### config.mk
export PLATFORM = sky130hd
export DESIGN_NAME = nibble_serial_adder
export DESIGN_NICKNAME = d
export VERILOG_FILES = /design/src/rtl/nibble_serial_adder.sv
export SDC_FILE = /design/constraint.sdc
export NUM_CORES = 1
export LEC_CHECK = 0
export CAP_MARGIN = 25
export CORE_ASPECT_RATIO = 0.6
export CORE_MARGIN = 2
export CORE_UTILIZATION = 39
export DETAILED_ROUTE_END_ITERATION = 8
export PLACE_DENSITY_LB_ADDON = 0.1
export SYNTH_ARGS = -nofsm -noshare
export SYNTH_HDL_FRONTEND = slang
export SYNTH_SLANG_ARGS = --single-unit
### constraint.sdc
create_clock -name clk -period 1.9 [get_ports clk]
set_input_delay 0.285 -clock clk [delete_from_list [all_inputs] [get_ports clk]]
set_output_delay 0.285 -clock clk [all_outputs]
set_load 0.02 [all_outputs]
### src/rtl/nibble_serial_adder.sv
// -----------------------------------------------------------------------------
// nibble_serial_adder
//   Wide unsigned adder that computes {Cout,S} = A + B + Cin one nibble per
//   clock through a single 4-bit adder, with the carry looped through a
//   register. A start/busy/done handshake brackets each operation.
//
//   Ports:
//     clk    in   rising-edge clock
//     rst_n  in   asynchronous active-low reset
//     start  in   operation request, honoured only while busy=0
//     A, B   in   W-bit operands, captured on the accepted start edge
//     Cin    in   carry into nibble 0, captured on the accepted start edge
//     busy   out  high while an operation is in progress
//     done   out  one-cycle pulse when S/Cout are updated
//     S      out  W-bit sum, held until the next completion
//     Cout   out  carry out of the top nibble, held with S
// -----------------------------------------------------------------------------

// 4-bit ripple adder slice shared by every nibble of an operation.
module adder_4b (
  input  logic [3:0] A,
  input  logic [3:0] B,
  input  logic       Cin,
  output logic [3:0] S,
  output logic       Cout
);
  assign {Cout, S} = {1'b0, A} + {1'b0, B} + {4'b0000, Cin};
endmodule

module nibble_serial_adder #(
  parameter int NIBBLES = 4
) (
  input  logic                 clk,
  input  logic                 rst_n,
  input  logic                 start,
  input  logic [4*NIBBLES-1:0] A,
  input  logic [4*NIBBLES-1:0] B,
  input  logic                 Cin,
  output logic                 busy,
  output logic                 done,
  output logic [4*NIBBLES-1:0] S,
  output logic                 Cout
);
  localparam int W  = 4 * NIBBLES;
  localparam int KW = $clog2(NIBBLES);

  typedef enum logic {IDLE, RUN} state_t;

  state_t          state_q, state_d;
  logic [KW-1:0]   k_q, k_d;
  logic [W-1:0]    a_q, a_d;
  logic [W-1:0]    b_q, b_d;
  logic [W-1:0]    psum_q, psum_d;
  logic            carry_q, carry_d;
  logic [W-1:0]    s_q, s_d;
  logic            cout_q, cout_d;
  logic            done_q, done_d;

  logic [3:0]      nib_s;
  logic            nib_c;
  logic            accept;
  logic            last;

  // Operand registers shift right each RUN cycle, so the current nibble k is
  // always in bits [3:0] and no wide mux is needed in front of the adder.
  adder_4b u_adder (
    .A    (a_q[3:0]),
    .B    (b_q[3:0]),
    .Cin  (carry_q),
    .S    (nib_s),
    .Cout (nib_c)
  );

  assign accept = (state_q == IDLE) && start;
  assign last   = (state_q == RUN) && (k_q == KW'(NIBBLES - 1));

  // State register
  always_ff @(posedge clk or negedge rst_n) begin
    if (!rst_n) state_q <= IDLE;
    else        state_q <= state_d;
  end

  // Next-state logic
  always_comb begin
    state_d = state_q;
    case (state_q)
      IDLE:    if (start) state_d = RUN;
      RUN:     if (last)  state_d = IDLE;
      default: state_d = IDLE;
    endcase
  end

  // Output logic
  always_comb begin
    busy = (state_q == RUN);
  end

  // Datapath next-state
  always_comb begin
    k_d     = k_q;
    a_d     = a_q;
    b_d     = b_q;
    psum_d  = psum_q;
    carry_d = carry_q;
    s_d     = s_q;
    cout_d  = cout_q;
    done_d  = 1'b0;

    if (accept) begin
      a_d     = A;
      b_d     = B;
      carry_d = Cin;
      k_d     = '0;
      psum_d  = '0;
    end else if (state_q == RUN) begin
      a_d     = a_q >> 4;
      b_d     = b_q >> 4;
      carry_d = nib_c;
      // Sum nibbles enter at the top and move down; after NIBBLES shifts,
      // nibble 0 sits in bits [3:0].
      psum_d  = {nib_s, psum_q[W-1:4]};
      if (last) begin
        k_d    = '0;
        s_d    = {nib_s, psum_q[W-1:4]};
        cout_d = nib_c;
        done_d = 1'b1;
      end else begin
        k_d    = k_q + KW'(1);
      end
    end
  end

  // Datapath registers
  always_ff @(posedge clk or negedge rst_n) begin
    if (!rst_n) begin
      k_q     <= '0;
      a_q     <= '0;
      b_q     <= '0;
      psum_q  <= '0;
      carry_q <= 1'b0;
      s_q     <= '0;
      cout_q  <= 1'b0;
      done_q  <= 1'b0;
    end else begin
      k_q     <= k_d;
      a_q     <= a_d;
      b_q     <= b_d;
      psum_q  <= psum_d;
      carry_q <= carry_d;
      s_q     <= s_d;
      cout_q  <= cout_d;
      done_q  <= done_d;
    end
  end

  assign done = done_q;
  assign S    = s_q;
  assign Cout = cout_q;

endmodule
==> metrics.md <==
| Metric | Value |
|---|---|
| Clock transition at the registers of the reported paths | 0.05 ns |
| Setup repair after global routing missed its margin | yes |
| Leak pwr | 1.79 nW |
| F_max | 543 MHz |
| Ant. Diodes | 0 |
| Gpl congestion | 0.686 |
| Post-route minimum period | 1.84 ns |
| Count of nets left with antenna violations after detail routing | 0 |
| Portion of synthesized cell area occupied by the leading cell type | 0.574 |
| Period utilisation layout | 0.969 |
| Crit Path Category | flop to flop |
| Number of antenna violations at the first check in global routing | 0 |
| Cell area after synthesis | 2880 um2 |
| Pre-CTS setup slack | 0.0736 ns |
| Power density normalized to cell area | 1540 nW/um2 |
| Endpoints failing setup | 0 |
| Post-synthesis register bit count | 66 |
| DIE AREA | 8100 um2 |
| Global router's overall resource usage | 0.154 |
| Number of library cell types mapped by synthesis | 29 |
| Number of CTS-inserted buffers | 9 |
| Total of fill cells in the finished design | 682 |
| Switching share of total power | 0.319 |
| Drt pass-1 iters | 4 |
| Clk_lat worst skew | 0.33 ns |
| Synth Warn # | 0 |
| Worst hold-check path type | input port to flop |
| Largest net degree at the start of global routing | 67 |
| HP Start | start |
| Maxcap violations | 0 |
| Number of synthesized flops with an enable pin | 0 |
| Number of buffers inserted to repair setup after CTS | 0 |
| Post-synth ARST share | 1.00 |
| First-pass GRT wire length | 9280 um |
| Cells taking the most area after synthesis | dfrtp_1 (57%), mux2i_1 (12%), o21ai_0 (4.7%) |
| Net switching power | 1.86 mW |
| Number of hold violations in the final report | 0 |
| Final setup slack of the worst path | 0.0582 ns |
| Area of combinational cells with multiple inputs | 1130 um2 |
| Fraction of layout cells with a size suffix above 1 | 0.136 |
| Average instance area after synthesis | 12.5 um2 |
| Worst Path Max Fanout | 2 |
| Vias in the first global route | 1884 |
| Area growth from synthesis to layout | 31.9% |
| Leading register cell type out of synthesis | dfrtp_1 |
| Most numerous cell types in the synthesized netlist | dfrtp_1 (66), mux2i_1 (34), nand2_1 (28) |
| Nature of the critical path startpoint | flop |
| Synthesized netlist cell count | 231 |
| Crit Reg-Reg Startpoint | a_q[0] |
| Die Y | 70.5 um |
| Die Width | 115 um |
| Post-detailed-route via-to-cell ratio | 4.93 |
| CTS max path bufs | 2 |
| Library cell with the largest summed area after synthesis | dfrtp_1 |
| Transition at the pin with the smallest max-transition slack | 0.490 ns |
| Final Max Slew Viols | 0 |
| Count of nets after finishing | 332 |
| Internal power summed over all cells | 3.97 mW |
| Worst IR drop on VDD | 729 uV |
| Required time of the critical path | 2.10 ns |
| Clock root buffer master | clkbuf_16 |
| Register Area | 1660 um2 |
| Aggregate global routing overflow | 0 |
| H-tree levels | 3 |
| Start point of the critical path | a_q[0] |
| Clock group share of total power | 0.267 |
| Final clock skew | 0.00556 ns |
| Detailed-route via count | 1904 |
| Seq pwr share | 0.396 |
| Critical path capture point type | flop |
| Total nets after synthesis | 273 |
| Total clock sinks | 66 |
| Detailed placer's ending HPWL | 3780 um |
| Outcome | finished clean |
| Final routed DRC violation total | 0 |
| Most common cell in the synthesized netlist | dfrtp_1 |
| TritonCTS clock tree | built |
| Post-detailed-routing wire length | 5740 um |
| Part of the power in combinational logic | 0.337 |
| Min-Delay Path Depth | 3 |
| Worst Reg-to-Reg Cells | 5 |
| 1st-iter DRT viols | 100 |
| Avg WL per Cell | 14.9 um |
| Share of the core filled with cells in the final layout | 0.527 |
| Arrival time of the worst setup path | 2.05 ns |
| Number of I/O port buffers | 54 |
| Sequential share of the synthesized area | 0.574 |
| Effective utilization at floorplan | 0.399 |
| Area inside the core boundary | 7210 um2 |
| Total power | 5.84 mW |
| Count of standard-cell rows | 24 |
| Normalized max-slew margin | 0.672 |
| I/O pin count | 55 |
[stage by stage]
step / area [um2] / hold WS, ns / TNS (ns) / std cells
after global placement: 3500 / 0.332 / 0 / 369
after detailed placement: 3500 / 0.330 / 0 / 369
after floorplan: 2880 / -0.0106 / 0 / 231
after CTS: 3790 / 0.329 / 0 / 386
final: 3800 / 0.353 / 0 / 386
after global routing: 3800 / 0.387 / -0.00124 / 386
[power by group through the flow]
stage          registers [mW]  clock network [mW]  logic [mW]
2_1_floorplan            2.43                   0        1.15
3_3_place_gp             2.33                   0        1.94
3_5_place_dp             2.34                   0        1.97
4_1_cts                  2.32                1.60        1.99
5_1_grt                  2.38                1.66        2.16
6_report                 2.31                1.56        1.97
[critical path, stage by stage (launching register included)]
cell and delay, ns:
dfrtp_1 0.39, fa_1 0.46, fa_1 0.42, a21o_1 0.17
a21oi_1 0.17, o21ai_0 0.10
[state kept, by name, indices dropped and copies added (netlist names)]
register / flops
Cout: 1
carry_q: 1
b_q: 16
k_q: 2
done: 1
busy: 1
S: 16
a_q: 16
psum_q: 12
[cell families (layout without fill, tap and decap cells)]
group           Yosys count  count (layout)  share of synthesized area
compound gates           45              45                     0.0965
simple gates             49              49                     0.0800
mux                      48              48                      0.181
flops                    66              66                      0.574
fa+ha+maj                 6               6                     0.0313
xor+xnor                  1               1                    0.00304
buf+inv                  16              80                     0.0343
[metal layers]
layer,up-vias,wire length (um),global-route usage
met2,37,2390,0.197
met5,-,0,0
li1,932,-,-
met4,0,87,0.0683
met3,8,255,0.0600
met1,927,3010,0.228
[layout make-up]
type                    count  area share
flip-flops and latches     66       0.436
multi-input cells         149       0.297
repair buffers             62       0.160
clock buffers              14      0.0722
well taps                  91      0.0300
clock inverters             2     0.00264
inverters                   2     0.00264
[path summary, 6_finish.rpt]
| kind | end | slack [ns] |
|---|---|---|
| max | Cout | 0.06 |
| max in group asynchronous | busy | 1.10 |
| max reg2reg | Cout | 0.06 |
| min in group asynchronous | S[3] | 0.51 |
| min | busy | 0.35 |
| min reg2reg | b_q[1] | 0.48 |
[what timing repair did]
action / in CTS / in global routing
endpoints found under the setup margin: 0 / 2
hold buffers: 1 / 0
endpoints found under the hold margin: 66 / 0
gates resized for setup: 0 / 1
[layout by cell type (no fill, tap or decap)]
cell | Yosys | layout
a21o_1 | 1 | 1
mux2i_1 | 34 | 34
nor2b_1 | 2 | 2
inv_4 | 1 | 1
or4b_1 | 1 | 1
o21ai_0 | 27 | 27
or3b_1 | 1 | 1
clkdlybuf4s50_1 | 0 | 52
buf_4 | 4 | 6
clkbuf_16 | 0 | 9
ha_1 | 4 | 4
nor2_1 | 11 | 11
dfrtp_4 | 0 | 1
inv_1 | 1 | 1
dlygate4sd3_1 | 0 | 1
nor4bb_1 | 1 | 1
buf_12 | 0 | 1
clkbuf_8 | 0 | 3
fa_1 | 2 | 2
clkbuf_1 | 3 | 2
a21oi_1 | 3 | 3
nand2_1 | 28 | 28
nand3_1 | 1 | 1
xnor2_1 | 1 | 1
nand4b_1 | 3 | 3
buf_2 | 5 | 2
dfrtp_1 | 66 | 65
a22o_1 | 11 | 11
mux2_4 | 6 | 6
a221oi_1 | 1 | 1
clkinv_2 | 0 | 2
nand2_4 | 1 | 1
o31ai_1 | 1 | 1
a211oi_1 | 1 | 1
mux2_2 | 8 | 8
Note: power is estimated with default switching activity, not from simulation.
